===== src/rtl/toggle_pkg.sv =====
// Shared types and default sizing for the toggle-coded event decoder.
package toggle_pkg;

  typedef enum logic {PRIME, RUN} state_t;

  localparam int DEF_SYNC_STAGES = 2;
  localparam int DEF_PEND_W      = 4;
  localparam int DEF_CNT_W       = 8;

  // Largest value the pending counter can hold before events are lost.
  function automatic int max_pend(input int w);
    return (1 << w) - 1;
  endfunction

endpackage


===== src/rtl/sync_chain.sv =====
// N-flop synchronizer bringing an asynchronous level into the clk domain.
module sync_chain
  import toggle_pkg::*;
#(
  parameter int N = DEF_SYNC_STAGES
) (
  input  logic clk,
  input  logic rst,
  input  logic d,
  output logic q
);

  logic [N-1:0] stage_reg;
  logic [N-1:0] stage_next;

  assign stage_next = {stage_reg[N-2:0], d};
  assign q          = stage_reg[N-1];

  for (genvar gi = 0; gi < N; gi++) begin : g_stage
    always_ff @(posedge clk or posedge rst) begin
      if (rst) stage_reg[gi] <= 1'b0;
      else     stage_reg[gi] <= stage_next[gi];
    end
  end

endmodule


===== src/rtl/toggle_event_decoder.sv =====
// Recovers one event per level change of a remote toggle line, buffers them
// for a valid/ready consumer and keeps a wrapping total and a sticky overflow.
module toggle_event_decoder
  import toggle_pkg::*;
#(
  parameter int SYNC_STAGES = DEF_SYNC_STAGES,
  parameter int PEND_W      = DEF_PEND_W,
  parameter int CNT_W       = DEF_CNT_W
) (
  input  logic              clk,
  input  logic              rst,
  input  logic              t_in,
  input  logic              en,
  input  logic              evt_ready,
  input  logic              clr_ovf,
  output logic              evt_pulse,
  output logic              evt_valid,
  output logic [PEND_W-1:0] pend_cnt,
  output logic [CNT_W-1:0]  total_cnt,
  output logic              overflow,
  output logic              q_mirror,
  output logic              qb_mirror
);

  localparam logic [PEND_W-1:0] PEND_FULL  = PEND_W'(max_pend(PEND_W));
  localparam logic [2:0]        PRIME_LAST = 3'(SYNC_STAGES);

  logic   t_sync;
  state_t state_reg;
  logic [2:0] prime_reg;
  logic   prev_reg;
  logic   edge_det;
  logic   event_hit;
  logic   consume;
  logic   pend_full;

  sync_chain #(.N(SYNC_STAGES)) u_sync (
    .clk (clk),
    .rst (rst),
    .d   (t_in),
    .q   (t_sync)
  );

  assign edge_det  = t_sync ^ prev_reg;
  assign event_hit = (state_reg == RUN) && edge_det && en;
  assign evt_valid = (pend_cnt != '0);
  assign consume   = evt_valid && evt_ready;
  assign pend_full = (pend_cnt == PEND_FULL);
  assign q_mirror  = prev_reg;
  assign qb_mirror = ~prev_reg;

  always_ff @(posedge clk or posedge rst) begin
    if (rst) begin
      state_reg <= PRIME;
      prime_reg <= 3'd0;
      prev_reg  <= 1'b0;
      evt_pulse <= 1'b0;
      pend_cnt  <= '0;
      total_cnt <= '0;
      overflow  <= 1'b0;
    end else begin
      // prev follows the synchronized line in both states, even with en=0.
      prev_reg  <= t_sync;
      evt_pulse <= event_hit;

      // PRIME lets the chain and prev settle so the reset-release level of
      // t_in is never mistaken for a toggle.
      case (state_reg)
        PRIME: begin
          if (prime_reg == PRIME_LAST) state_reg <= RUN;
          else                         prime_reg <= prime_reg + 3'd1;
        end
        RUN: ;
        default: state_reg <= PRIME;
      endcase

      if (event_hit) total_cnt <= total_cnt + CNT_W'(1);

      if (event_hit && !consume) begin
        if (!pend_full) pend_cnt <= pend_cnt + PEND_W'(1);
      end else if (!event_hit && consume) begin
        pend_cnt <= pend_cnt - PEND_W'(1);
      end

      // A fresh loss outranks a clear request in the same cycle.
      if (event_hit && !consume && pend_full) overflow <= 1'b1;
      else if (clr_ovf)                       overflow <= 1'b0;
    end
  end

endmodule


===== config.mk =====
export PLATFORM = sky130hd
export DESIGN_NAME = toggle_event_decoder
export DESIGN_NICKNAME = d
export VERILOG_FILES = /design/src/rtl/toggle_pkg.sv /design/src/rtl/sync_chain.sv /design/src/rtl/toggle_event_decoder.sv
export SDC_FILE = /design/constraint.sdc
export NUM_CORES = 1
export LEC_CHECK = 0
export ABC_AREA = 1
export CAP_MARGIN = 20
export CORE_MARGIN = 2
export CORE_UTILIZATION = 45
export CTS_CLUSTER_DIAMETER = 200
export DETAILED_ROUTE_END_ITERATION = 10
export PLACE_DENSITY_LB_ADDON = 0.3
export SLEW_MARGIN = 30
export SYNTH_ARGS = -nofsm -noshare
export SYNTH_HDL_FRONTEND = slang
export SYNTH_HIERARCHICAL = 1
export SYNTH_SLANG_ARGS = --single-unit

===== constraint.sdc =====
create_clock -name clk -period 5.4 [get_ports clk]
set_input_delay 1.35 -clock clk [delete_from_list [all_inputs] [get_ports clk]]
set_output_delay 1.35 -clock clk [all_outputs]
set_load 0.01 [all_outputs]

== Yosys cells after proc, flatten, opt, wreduce, memory -nomap -nowiden ==
Index checks and enable logic that the tools add are counted.

* Add/subtract/negate cells: 4
* Equality and inequality tests: 3
* Muxes and demuxes: 7
* Bitwise operators: 4
* Reduce and logical (&&, ||, !) cells: 13

{| class="wikitable"
|+ Operator list
! kind !! number
|-
| 4-bit 2-to-1 mux || 3
|-
| 8-bit by 1-bit adder with 8-bit output (second input constant) || 1
|-
| 1-bit logical AND || 6
|-
| 4-bit by 1-bit adder with 4-bit output (second input constant) || 1
|-
| 4-bit equality test (second input constant) || 1
|-
| 1-bit 2-to-1 mux || 4
|-
| 2-bit AND reduction || 2
|-
| 2-bit nonzero test || 2
|-
| 4-bit nonzero test || 1
|-
| 4-bit by 1-bit subtractor with 4-bit output (second input constant) || 1
|-
| 3-bit by 1-bit adder with 3-bit output (second input constant) || 1
|-
| 3-bit by 2-bit equality test with 1-bit output (second input constant) || 1
|-
| 1-bit inverter || 3
|-
| 1-bit zero test || 2
|-
| 2-bit inequality test (second input constant) || 1
|-
| 1-bit bitwise XOR || 1
|}

* Register bits: 21
* Input bits: 6
* Output and inout bits: 17
* Word-level logic and storage cells: 40

== Logic depth before layout (Yosys ltp) ==
* Word-level depth: 7
* Depth in mapped cells: 14
* Mapped depth without buffers: 14

== Modules after synthesis ==
Netlist, hierarchy kept.

{| class="wikitable"
|+ Modules (own cells, without submodules)
! module !! times used !! cells each !! area an instance (um^2) !! seq. area each (um^2)
|-
| toggle_event_decoder || 1 || 104 || 977.2 || 475.5
|-
| sync_chain || 1 || 3 || 53.8 || 50.0
|}

== Worst setup path before layout ==
No wires, ideal clock.

* Path kind: in2reg
* Start point: input en
* End point: register pend_cnt[3]
* Setup time: 0.117 ns
* Arrival time: 2.621 ns
* Data required time: 5.283 ns
* Setup slack: 2.662 ns
* Stages on the path: 14
* Path buffers: 0
* Cells stage by stage: nand2_1 -> inv_1 -> nand2_2 -> nor2_4 -> nand2_1 -> ha_1 -> nand2_1 -> nand2_1 -> nor2_1 -> inv_1 -> nand2_1 -> nand3_1 -> nand2_1 -> nand2_1

* Word-level cells in the longest chain between the ends: 5
* Elaborated cells on any way between the ends: 8
* Those cells by class: eq/ne (1); mux (1); reduce/logical (6)

{| class="wikitable"
|+ RTL lines
! item !! line !! RTL
|-
| from (decl) || toggle_event_decoder.sv:13 || <nowiki>input logic en,</nowiki>
|-
| 1-bit logical AND (*) || toggle_event_decoder.sv:45 || <nowiki>assign event_hit = (state_reg == RUN) && edge_det && en;</nowiki>
|-
| named net event_hit || toggle_event_decoder.sv:33 || <nowiki>logic event_hit;</nowiki>
|-
| 1-bit zero test || toggle_event_decoder.sv:81 || <nowiki>end else if (!event_hit && consume) begin</nowiki>
|-
| 1-bit logical AND || toggle_event_decoder.sv:81 ||
|-
| 2-bit nonzero test (no line) || n/a ||
|-
| 2-bit AND reduction (no line) || n/a ||
|-
| to (signal assigned) || toggle_event_decoder.sv:80 || <nowiki>if (!pend_full) pend_cnt <= pend_cnt + PEND_W'(1);</nowiki>
|-
| to (signal assigned) || toggle_event_decoder.sv:82 || <nowiki>pend_cnt <= pend_cnt - PEND_W'(1);</nowiki>
|-
| to (decl) || toggle_event_decoder.sv:18 || <nowiki>output logic [PEND_W-1:0] pend_cnt,</nowiki>
|}

Mark *: on every way through the listed nets, which the timed path passes. The rest lies on a longest branch.
A chain may end at the register's enable or synchronous reset.

== Worst setup path after layout ==
Same ends and word-level chain as after synthesis.

==> reports/metrics.cfg <==
[global_route]
grt_pass1_wl_microns=3310
grt_usage_pct=16.6
antenna_found_initial=0
gr-total-overflow=0
grt_pass1_vias=770
grt_max_degree=20

[yosys]
synthCells=107
ys_ff_latch=21
ys_warn_count=6
synth_seq_area_share_pct=51.0
yosys-top-cells-area=dfrtp_1 (51%), nand2_1 (7.3%), xor2_1 (6.8%), inv_1 (6.2%), ha_1 (6.1%)
netlist.top_cell.by_area=dfrtp_1
synthesis.nets=119
synth_cell_types=19
syn_area_sq_um=1030
syn_area_per_cell_sq_um=9.64
synth_top_cell_area_share_pct=51.0

[placement]
dp_slack_ns=1.96
globalplace.congestion=0.832
io_buffer_count=22
place_inst=157
dp_hpwl_microns=1380

[final_layout]
fill_cells=204
final_common_cell=clkdlybuf4s50_1
n_antenna_cell=0
layout-drive-gt1-share_pct=11.3
syn_to_final_growth_pct=27.4
fin_nets=146
largest_reg_flops=8
stdcell_count=161
layout_common_cells=clkdlybuf4s50_1 (22), dfrtp_1 (21), nand2_1 (20)

[hold_path]
whs_path_depth=0
hold_class=reg2reg

[critical_path]
crit_fanout=7
crit_type=in2reg
reg2reg_depth=13
required_ns=5.60
crit_path_top_delay_cell=clkdlybuf4s50_1
crit_path_start_kind=input pin
cp_common_cell=nand2_1
worstPathArrival_ns=3.30
end_kind=flop
crit_chain=clkdlybuf4s50_1 > nand2_1 > inv_1 > nand2_2 > nor2_4 > nand2_1 > ha_1 > nand2_1 > nand2_1 > nor2_1 > inv_1 > nand2_1 > nand3_1 > nand2_1 > nand2_1
max_stage_delay_ns=0.46

[floorplan]
die_area_sq_um=2690
initial_core_util_pct=47.1
dieWidth_microns=51.9
io_pins=23
num_rows=17
die_h_microns=51.9
design.core.area_sq_um=2190

[clock_network]
clockRootBuffer=clkbuf_4
cts_buffers=3
clock_sinks=21
holdBufCountCts=0
cts_tree=done
cts-resized-gates=0
htree_levels=1
clock_path_buffers=2
path_clk_slew_ns=0.11
post_cts_buffers=0
clk_latency_ns=0.29

[timing]
postLayoutSetupSlackWorst_ns=2.30
fin_skew_ns=0.00114
drv_slew=0
rsz0062_at_grt=false
setup_viol=0
post-route-period-util_pct=57.4
period_minus_slack_ns=3.10
finalHoldViolations=0
relSlewSlack_pct=53.2
worst_pin_slew_ns=0.701
finalSetupTns_ns=0
timing.fmax_mhz=323

[power]
p_total_mw=0.565
ir_worst_vdd_mv=0.276
power_leakage_nw=0.650
power.density_nw_per_um2=430

[drt]
remaining_drc_errors=0
drt_wl_total_microns=1820
first_pass_iters=3
first_iter_violations=9
antenna_left=0
vias=760
wl_per_cell_microns=11.3
viasPerCell=4.72

[run_status]
status=finished, final reports clean

[flow_run]
max_cap_violations=0

## area by class of cell
class | count | area (sq um) | area share, %
multi-input combinational | 69 | 442 | 33.6
sequential | 21 | 526 | 40.0
timing repair buffer | 22 | 220 | 16.8
clock buffer | 3 | 22.5 | 1.71
tap | 28 | 35.0 | 2.67
inverter | 17 | 63.8 | 4.86
clock inverter | 1 | 5.00 | 0.381
## through the flow
| step | instance area [sq um] | hold WS (ns) | utilization [%] |
|---|---|---|---|
| after floorplan | 1030 | 0.331 | - |
| after global placement | 1290 | 0.337 | 58.7 |
| after detailed placement | 1290 | 0.343 | 58.7 |
| after CTS | 1310 | 0.370 | 60.0 |
| after global routing | 1310 | 0.385 | 60.0 |
| final | 1310 | 0.366 | 60.0 |
## power by group
group | switching (mW) | total, mW | leakage (nW) | internal, mW
clock | 0.0454 | 0.0730 | 0.0177 | 0.0276
combinational | 0.113 | 0.240 | 0.377 | 0.127
sequential | 0.0560 | 0.253 | 0.255 | 0.197
total | 0.214 | 0.565 | 0.650 | 0.351
## critical path, delay by kind of cell
kind          cells  cell delay, ns
buf+inv           3            0.57
simple gates     11            1.01
fa+ha+maj         1            0.37
## Yosys cell counts
cell type,n
nand4_1,4
ha_1,5
o21ai_0,2
fa_1,1
nor3_4,1
nand3_2,2
o22ai_1,1
nand2_2,5
xnor2_1,1
dfrtp_1,21
inv_1,17
nand3_1,6
nand2_1,20
xor2_1,8
nor2_2,2
o21bai_1,1
nor2_4,1
nor2_1,8
a21oi_1,1
## metal layers
metal	routed length [microns]	global-route usage, %	vias to the layer above
met1	833	21.1	352
li1	-	-	388
met2	896	28.1	18
met5	0	0	-
met4	12	5.26	0
met3	75	3.74	2
## worst paths after layout
kind,slack [ns],startpoint,to
min in group asynchronous,1.21,rst,u_sync/stage_next[1]
worst min register to register,0.37,u_sync/stage_next[1],u_sync/q
worst min-delay path,0.37,u_sync/stage_next[1],u_sync/q
max in group asynchronous,3.48,rst,overflow
worst max register to register,3.34,pend_cnt[0],pend_cnt[3]
worst max-delay path,2.30,en,pend_cnt[3]
## cell families after synthesis
family | count (synthesis) | synth area share, %
simple gates | 49 | 24.4
flops | 21 | 51.0
buf+inv | 17 | 6.19
xor+xnor | 9 | 7.65
fa+ha+maj | 6 | 8.01
compound gates | 5 | 2.79
Power figures use the tool's default switching activity.
